[config.mk]
export PLATFORM = sky130hd
export DESIGN_NAME = reg_bus_arbiter_flat
export DESIGN_NICKNAME = d
export VERILOG_FILES = /design/src/rtl/reg_bus_arbiter_if.sv /design/src/rtl/reg_bus_arbiter.sv /design/src/flat_wrapper.sv
export SDC_FILE = /design/constraint.sdc
export NUM_CORES = 1
export LEC_CHECK = 0
export ABC_CLOCK_PERIOD_IN_PS = 3200
export CORE_AREA = 2 2 153 155
export CTS_CLUSTER_SIZE = 24
export DETAILED_ROUTE_END_ITERATION = 10
export DIE_AREA = 0 0 155 157
export GPL_TIMING_DRIVEN = 0
export HOLD_SLACK_MARGIN = 0.02
export SYNTH_ARGS = -nofsm -noshare
export SYNTH_HDL_FRONTEND = slang
export SYNTH_SLANG_ARGS = --single-unit
export TNS_END_PERCENT = 1
[constraint.sdc]
create_clock -name clock -period 3.2 [get_ports clock]
set_input_delay 0.48 -clock clock [delete_from_list [all_inputs] [get_ports clock]]
set_output_delay 0.48 -clock clock [all_outputs]
set_load 0.005 [all_outputs]
[src/rtl/reg_bus_arbiter_if.sv]
`default_nettype none
// ============================================================================
// Module      : reg_bus_arbiter_if
// Description : Bundles the requester-side and register-slave-side signals
//               of reg_bus_arbiter.
//               - master modport: the arbiter's view. It serves the
//                 requesters and drives the shared register bus.
//               - slave modport: the environment's view. This covers the
//                 requesters plus the register slave.
// Ports       : reqValid/reqRead/reqAddress/reqWriteData  (requesters -> arb)
//               reqAck/reqError/reqReadData              (arb -> requesters)
//               registerSelect/Read/Address/WriteData    (arb -> slave)
//               registerAck/Error/ReadData               (slave -> arb)
//               timeoutEvent                             (arb -> environment)
// Revision    : 1.0 - initial release
// ============================================================================
interface reg_bus_arbiter_if #(
  parameter int NUM_REQ = 4
) ();
  logic [NUM_REQ-1:0]    reqValid;
  logic [NUM_REQ-1:0]    reqRead;
  logic [NUM_REQ*30-1:0] reqAddress;
  logic [NUM_REQ*32-1:0] reqWriteData;
  logic [NUM_REQ-1:0]    reqAck;
  logic                  reqError;
  logic [31:0]           reqReadData;
  logic                  registerSelect;
  logic                  registerRead;
  logic [29:0]           registerAddress;
  logic [31:0]           registerWriteData;
  logic                  registerAck;
  logic                  registerError;
  logic [31:0]           registerReadData;
  logic                  timeoutEvent;

  modport master (
    input  reqValid, reqRead, reqAddress, reqWriteData,
    output reqAck, reqError, reqReadData,
    output registerSelect, registerRead, registerAddress, registerWriteData,
    input  registerAck, registerError, registerReadData,
    output timeoutEvent
  );

  modport slave (
    output reqValid, reqRead, reqAddress, reqWriteData,
    input  reqAck, reqError, reqReadData,
    input  registerSelect, registerRead, registerAddress, registerWriteData,
    output registerAck, registerError, registerReadData,
    input  timeoutEvent
  );
endinterface
`default_nettype wire

[src/rtl/reg_bus_arbiter.sv]
`default_nettype none
// ============================================================================
// Module      : reg_bus_arbiter
// Description : Round-robin arbiter that shares one register-slave bus
//               between NUM_REQ requesters. Each grant runs exactly one bus
//               transaction: IDLE -> BUSY (select held until the slave acks)
//               -> GAP (select held low) -> IDLE.
// Ports       : clock  - single clock
//               reset  - asynchronous, active-high reset
//               bus    - reg_bus_arbiter_if.master. It carries the requester
//                        handshake, the register-slave bus and timeoutEvent.
// Parameters  : NUM_REQ (2..8), GAP_CYCLES (>= 2),
//               TIMEOUT_CYCLES (only present with REG_ARB_TIMEOUT_EN)
// Option      : `define REG_ARB_TIMEOUT_EN adds a BUSY-cycle watchdog. When
//               it expires, the transaction is aborted with an error
//               response. Without the macro, BUSY waits forever and
//               timeoutEvent is tied low.
// Revision    : 1.0 - initial release
// ============================================================================
module reg_bus_arbiter #(
  parameter int NUM_REQ    = 4,
  parameter int GAP_CYCLES = 2
`ifdef REG_ARB_TIMEOUT_EN
  , parameter int TIMEOUT_CYCLES = 1024
`endif
) (
  input  wire logic          clock,
  input  wire logic          reset,
  reg_bus_arbiter_if.master  bus
);

  localparam int PTR_W = $clog2(NUM_REQ);
  localparam int GAP_W = $clog2(GAP_CYCLES);

  typedef enum logic [1:0] {
    IDLE = 2'd0,
    BUSY = 2'd1,
    GAP  = 2'd2
  } state_t;

  state_t             state_q, state_d;
  logic [PTR_W-1:0]   ptr_q, ptr_d;
  logic [PTR_W-1:0]   grant_q, grant_d;
  logic [GAP_W-1:0]   gap_q, gap_d;
  logic               select_q, select_d;
  logic               read_q, read_d;
  logic [29:0]        addr_q, addr_d;
  logic [31:0]        wdata_q, wdata_d;
  logic [NUM_REQ-1:0] ack_q, ack_d;
  logic               err_q, err_d;
  logic [31:0]        rdata_q, rdata_d;
`ifdef REG_ARB_TIMEOUT_EN
  logic [15:0]        busy_cnt_q, busy_cnt_d;
  logic               timeout_q, timeout_d;
`endif

  // First requesting index at or after the pointer, wrapping modulo NUM_REQ.
  logic             found;
  logic [PTR_W-1:0] sel;
  always_comb begin
    found = 1'b0;
    sel   = '0;
    for (int off = 0; off < NUM_REQ; off++) begin
      if (!found && bus.reqValid[(int'(ptr_q) + off) % NUM_REQ]) begin
        found = 1'b1;
        sel   = PTR_W'((int'(ptr_q) + off) % NUM_REQ);
      end
    end
  end

  always_comb begin
    state_d  = state_q;
    ptr_d    = ptr_q;
    grant_d  = grant_q;
    gap_d    = gap_q;
    select_d = select_q;
    read_d   = read_q;
    addr_d   = addr_q;
    wdata_d  = wdata_q;
    ack_d    = '0;           // reqAck is a single-cycle pulse
    err_d    = err_q;
    rdata_d  = rdata_q;      // read data holds until the next completion
`ifdef REG_ARB_TIMEOUT_EN
    busy_cnt_d = busy_cnt_q;
    timeout_d  = 1'b0;
`endif
    case (state_q)
      IDLE: begin
        if (found) begin
          grant_d  = sel;
          ptr_d    = (sel == PTR_W'(NUM_REQ - 1)) ? '0 : sel + PTR_W'(1);
          read_d   = bus.reqRead[sel];
          addr_d   = bus.reqAddress[int'(sel)*30 +: 30];
          wdata_d  = bus.reqWriteData[int'(sel)*32 +: 32];
          select_d = 1'b1;
          state_d  = BUSY;
`ifdef REG_ARB_TIMEOUT_EN
          busy_cnt_d = '0;
`endif
        end
      end
      BUSY: begin
        // registerAck has priority over an expiring watchdog in the same cycle.
        if (bus.registerAck) begin
          select_d       = 1'b0;
          read_d         = 1'b0;
          ack_d[grant_q] = 1'b1;
          err_d          = bus.registerError;
          rdata_d        = bus.registerReadData;
          gap_d          = GAP_W'(GAP_CYCLES - 1);
          state_d        = GAP;
        end
`ifdef REG_ARB_TIMEOUT_EN
        // The counter holds the number of BUSY cycles already completed.
        // Abort at the end of the TIMEOUT_CYCLES-th BUSY cycle.
        else if (busy_cnt_q == 16'(TIMEOUT_CYCLES - 1)) begin
          select_d       = 1'b0;
          read_d         = 1'b0;
          ack_d[grant_q] = 1'b1;
          err_d          = 1'b1;
          rdata_d        = 32'h0;
          timeout_d      = 1'b1;
          gap_d          = GAP_W'(GAP_CYCLES - 1);
          state_d        = GAP;
        end else begin
          busy_cnt_d = busy_cnt_q + 16'd1;
        end
`endif
      end
      GAP: begin
        // reqValid is deliberately not looked at here.
        if (gap_q == '0) begin
          state_d = IDLE;
        end else begin
          gap_d = gap_q - GAP_W'(1);
        end
      end
      default: state_d = IDLE;
    endcase
  end

  always_ff @(posedge clock or posedge reset) begin
    if (reset) begin
      state_q  <= IDLE;
      ptr_q    <= '0;
      grant_q  <= '0;
      gap_q    <= '0;
      select_q <= 1'b0;
      read_q   <= 1'b0;
      addr_q   <= '0;
      wdata_q  <= '0;
      ack_q    <= '0;
      err_q    <= 1'b0;
      rdata_q  <= '0;
`ifdef REG_ARB_TIMEOUT_EN
      busy_cnt_q <= '0;
      timeout_q  <= 1'b0;
`endif
    end else begin
      state_q  <= state_d;
      ptr_q    <= ptr_d;
      grant_q  <= grant_d;
      gap_q    <= gap_d;
      select_q <= select_d;
      read_q   <= read_d;
      addr_q   <= addr_d;
      wdata_q  <= wdata_d;
      ack_q    <= ack_d;
      err_q    <= err_d;
      rdata_q  <= rdata_d;
`ifdef REG_ARB_TIMEOUT_EN
      busy_cnt_q <= busy_cnt_d;
      timeout_q  <= timeout_d;
`endif
    end
  end

  assign bus.reqAck            = ack_q;
  assign bus.reqError          = err_q;
  assign bus.reqReadData       = rdata_q;
  assign bus.registerSelect    = select_q;
  assign bus.registerRead      = read_q;
  assign bus.registerAddress   = addr_q;
  assign bus.registerWriteData = wdata_q;
`ifdef REG_ARB_TIMEOUT_EN
  assign bus.timeoutEvent      = timeout_q;
`else
  assign bus.timeoutEvent      = 1'b0;
`endif

endmodule
`default_nettype wire

[src/flat_wrapper.sv]
// flat-port wrapper written by rule: the top's interface ports become plain ports
module reg_bus_arbiter_flat 
#(
  parameter int NUM_REQ    = 4,
  parameter int GAP_CYCLES = 2

)
  (clock, reset, bus_reqValid, bus_reqRead, bus_reqAddress, bus_reqWriteData, bus_reqAck, bus_reqError, bus_reqReadData, bus_registerSelect, bus_registerRead, bus_registerAddress, bus_registerWriteData, bus_registerAck, bus_registerError, bus_registerReadData, bus_timeoutEvent);
  reg_bus_arbiter_if #(.NUM_REQ(NUM_REQ)) bus_i ();
  input  wire logic clock;
  input  wire logic reset;
  input wire logic [$bits(bus_i.reqValid)-1:0] bus_reqValid;
  input wire logic [$bits(bus_i.reqRead)-1:0] bus_reqRead;
  input wire logic [$bits(bus_i.reqAddress)-1:0] bus_reqAddress;
  input wire logic [$bits(bus_i.reqWriteData)-1:0] bus_reqWriteData;
  output wire logic [$bits(bus_i.reqAck)-1:0] bus_reqAck;
  output wire logic [$bits(bus_i.reqError)-1:0] bus_reqError;
  output wire logic [$bits(bus_i.reqReadData)-1:0] bus_reqReadData;
  output wire logic [$bits(bus_i.registerSelect)-1:0] bus_registerSelect;
  output wire logic [$bits(bus_i.registerRead)-1:0] bus_registerRead;
  output wire logic [$bits(bus_i.registerAddress)-1:0] bus_registerAddress;
  output wire logic [$bits(bus_i.registerWriteData)-1:0] bus_registerWriteData;
  input wire logic [$bits(bus_i.registerAck)-1:0] bus_registerAck;
  input wire logic [$bits(bus_i.registerError)-1:0] bus_registerError;
  input wire logic [$bits(bus_i.registerReadData)-1:0] bus_registerReadData;
  output wire logic [$bits(bus_i.timeoutEvent)-1:0] bus_timeoutEvent;
  assign bus_i.reqValid = bus_reqValid;
  assign bus_i.reqRead = bus_reqRead;
  assign bus_i.reqAddress = bus_reqAddress;
  assign bus_i.reqWriteData = bus_reqWriteData;
  assign bus_reqAck = bus_i.reqAck;
  assign bus_reqError = bus_i.reqError;
  assign bus_reqReadData = bus_i.reqReadData;
  assign bus_registerSelect = bus_i.registerSelect;
  assign bus_registerRead = bus_i.registerRead;
  assign bus_registerAddress = bus_i.registerAddress;
  assign bus_registerWriteData = bus_i.registerWriteData;
  assign bus_i.registerAck = bus_registerAck;
  assign bus_i.registerError = bus_registerError;
  assign bus_i.registerReadData = bus_registerReadData;
  assign bus_timeoutEvent = bus_i.timeoutEvent;
  reg_bus_arbiter #(.NUM_REQ(NUM_REQ), .GAP_CYCLES(GAP_CYCLES)) u_core (.clock(clock), .reset(reset), .bus(bus_i));
endmodule
==> run summary <==
Fin util - 45.5%
Initial Utilization - 25.0%
Fill count - 2166
CTS tree - done
PortBufs - 392
Critical Path Max Stage Delay - 0.50 ns
Layout area overhead - 82.0%
R2R depth - 7
Critical path's slowest cell - clkbuf_1
Period utilisation layout - 73.2%
Row count - 55
DR iter-0 viols - 245
Post-CTS setup buffer count - 0
Max FO, Critical Path - 10
Initial DRT Pass Iterations - 4
RSZ-0062 raised after global routing - no
DRC violations left - 0
Vias per inst - 4.59
Reg2reg start - u_core.ptr_q[1]
Cell Area, Synth - 0.00563 sq mm
Synth Area in Adders - 0%
Run status - completed
Commonest non-fill, non-tap cells in the layout - 392 x clkdlybuf4s50_1, 173 x nand2_1, 126 x mux2i_1, 108 x dfrtp_1, 63 x o221ai_1
N_diodes - 0
Via Count - 5711
Chip height - 157 microns
Simple-gate portion of the synthesized area - 13.3%
Final GP Congestion - 0.759
CP arrival - 2.55 ns
Post-Route WL - 23.9 mm
Clock Pin Slew Worst Setup and Hold Paths - 0.08 ns
Worst-path cell chain - clkdlybuf4s50_1 -> a21oi_1 -> nor3b_1 -> nor3_2 -> nand2b_1 -> buf_2 -> clkbuf_1 -> o221ai_1
CTS sink cnt - 108
MaxCap Viol Count - 0
Startpoint types - primary input
Placed cells - 1228
Vias in the first global route - 5764
Detailed Place HPWL - 18.8 mm
Post-Place Worst Slack - 0.375 ns
Core Region - 0.0225 sq mm
Cell Count, Final, Fillers Out - 1244
Initial antenna violation count - 0
Rel. slew slack - 42.9%
Mapped Nets - 841
Total track usage - 18.8%
Root buf cell - clkbuf_16
Die W - 155 microns
Worst-skew pair later-pin latency - 0.36 ns
Fmax - 0.427 GHz
Max-slew violation count - 0
Worst Hold Class - flip-flop to flip-flop
Hold worst-path end - u_core.bus.reqReadData[13]
Worst slew pin tran - 0.855 ns
WS Path Type - primary input to flip-flop
Pwr/cell area - 767 mW/mm^2
Max VDD drop - 0.000287 V
Post-cts resize count - 0
First-pass GRT wire length - 34.3 mm
Seq/Total Area, Yosys - 48.0%
Post-Synthesis Cells - 549
H-Tree Depth - 3
Post-synth cell types - 30
Leak - 4.57 nW
Design Area, Final - 0.0102 sq mm
Worst Path Required - 3.40 ns
Post-CTS Hold Buffers - 0
Final clock skew - 0.0125 ns
IO Pins - 394
Most common cell after layout, fill and taps aside - clkdlybuf4s50_1
CTS buffer count - 9
Pin count of the biggest net entering global routing - 39
FF+latch count, synth - 108
ANT nets after route - 0
Post-synthesis share of cell area spent on xor and xnor gates - 0.156%
Worst setup margin - 0.858 ns
Reg2Reg Setup Slack - 1.02 ns
Placed Area - 0.00996 sq mm
Fin Setup TNS - 0 ns
Routed len/inst - 19.2 microns
Syn Area/Cell - 10.3 sq um
Final nets - 1246
Hold_sp - u_core.bus.reqReadData[13]
Yosys synthesis warning count - 0
Main combinational cell family by area after synthesis - multiplexers
Max clock buf depth - 2
Fraction of layout cells with a size suffix above 1 - 3.96%
Setup violations, final - 0
Mux contribution to synthesized area - 22.4%
Count of final hold-check violations - 0
Worst r2r dst - u_core.bus.registerWriteData[2]
Hold path cells - 2
Fin crit period - 2.34 ns
Compound-Gate Fraction of Synth Area - 11.0%
GR Overflow Total - 0
Worst Setup End Kind - flip-flop
Die area - 0.0243 sq mm
## state kept, by name, indices dropped and copies added (netlist names)
signal                        cells
u_core.bus.registerWriteData     32
u_core.bus.reqReadData           32
u_core.bus.registerAddress       30
u_core.bus.reqAck                 4
u_core.grant_q                    2
u_core.ptr_q                      2
u_core.state_q                    2
u_core.bus.registerRead           1
u_core.bus.registerSelect         1
u_core.bus.reqError               1
u_core.gap_q                      1
## worst max-delay path, delay by kind of cell
family,cells,cell delay [ns]
compound gates,2,0.38
buf+inv,3,1.20
simple gates,3,0.47
## worst max-delay path by stage
stage	to	slack (ns)	cells past startpoint	start
2_1_floorplan	u_core.bus.registerAddress[0]	1.42	1	reset
3_3_place_gp	u_core.bus.registerWriteData[2]	0.14	2	reset
3_5_place_dp	u_core.bus.registerWriteData[16]	0.37	7	bus_reqValid[1]
4_1_cts	u_core.bus.registerWriteData[16]	0.77	7	bus_reqValid[1]
5_1_grt	u_core.bus.registerWriteData[13]	0.66	7	bus_reqValid[0]
6_report	u_core.bus.registerWriteData[2]	0.86	8	bus_reqValid[0]
## where the power goes
part	internal, mW	switching, mW
combinational	2.34	1.97
clock	0.551	0.597
sequential	2.02	0.369
## cells in the mapped netlist, drive strengths merged
cell type	count	area share [%]
nand2	173	12
mux2i	126	22
nand3b	1	0.13
dfrtp	108	48
inv	5	0.33
nor2	6	0.40
nor3b	1	0.13
a211oi	1	0.13
and3	1	0.11
o221ai	63	9.8
o32a	1	0.18
o21ai	2	0.18
and2	1	0.11
o22ai	1	0.11
buf	20	3.2
a211o	1	0.16
nor3	2	0.27
conb	1	0.067
xor2	1	0.16
o31ai	1	0.13
clkbuf	23	1.5
a21oi	3	0.27
clkinv	1	0.067
nand2b	3	0.33
nand3	3	0.27
## through the flow
stage,hold WS (ns),total power [mW]
detailed placement,0.461,6.82
CTS,0.482,7.99
global placement,0.458,6.78
finish,0.477,7.86
floorplan,0.455,4.45
global route,0.501,8.43
## cell type report
| class | instances | area (sq um) | share of cell area [%] |
|---|---|---|---|
| Inverter | 6 | 26.3 | 0.256 |
| Sequential cell | 108 | 2700 | 26.4 |
| Clock buffer | 9 | 225 | 2.20 |
| Clock inverter | 7 | 66.3 | 0.647 |
| Tap cell | 285 | 357 | 3.48 |
| Multi-Input combinational cell | 392 | 2640 | 25.8 |
| Buffer | 43 | 268 | 2.61 |
| Timing Repair Buffer | 394 | 3960 | 38.7 |
## cell families after synthesis
family	Yosys count
AND/OR/NAND/NOR	191
multiplexers	126
AO/OA/AOI/OAI	73
other	1
buffers and inverters	49
flip-flops	108
XOR/XNOR	1
## metal layers
metal / part of all wire, % / vias up / global-route usage (%) / wire [microns]
met5: 0 / - / 0 / 0
met4: 1.4 / 0 / 5.07 / 345
met3: 6.8 / 18 / 4.13 / 1640
met1: 40 / 2674 / 21.9 / 9610
li1: - / 2768 / - / -
met2: 52 / 251 / 34.7 / 12300
Note: power is estimated with default switching activity, not from simulation.
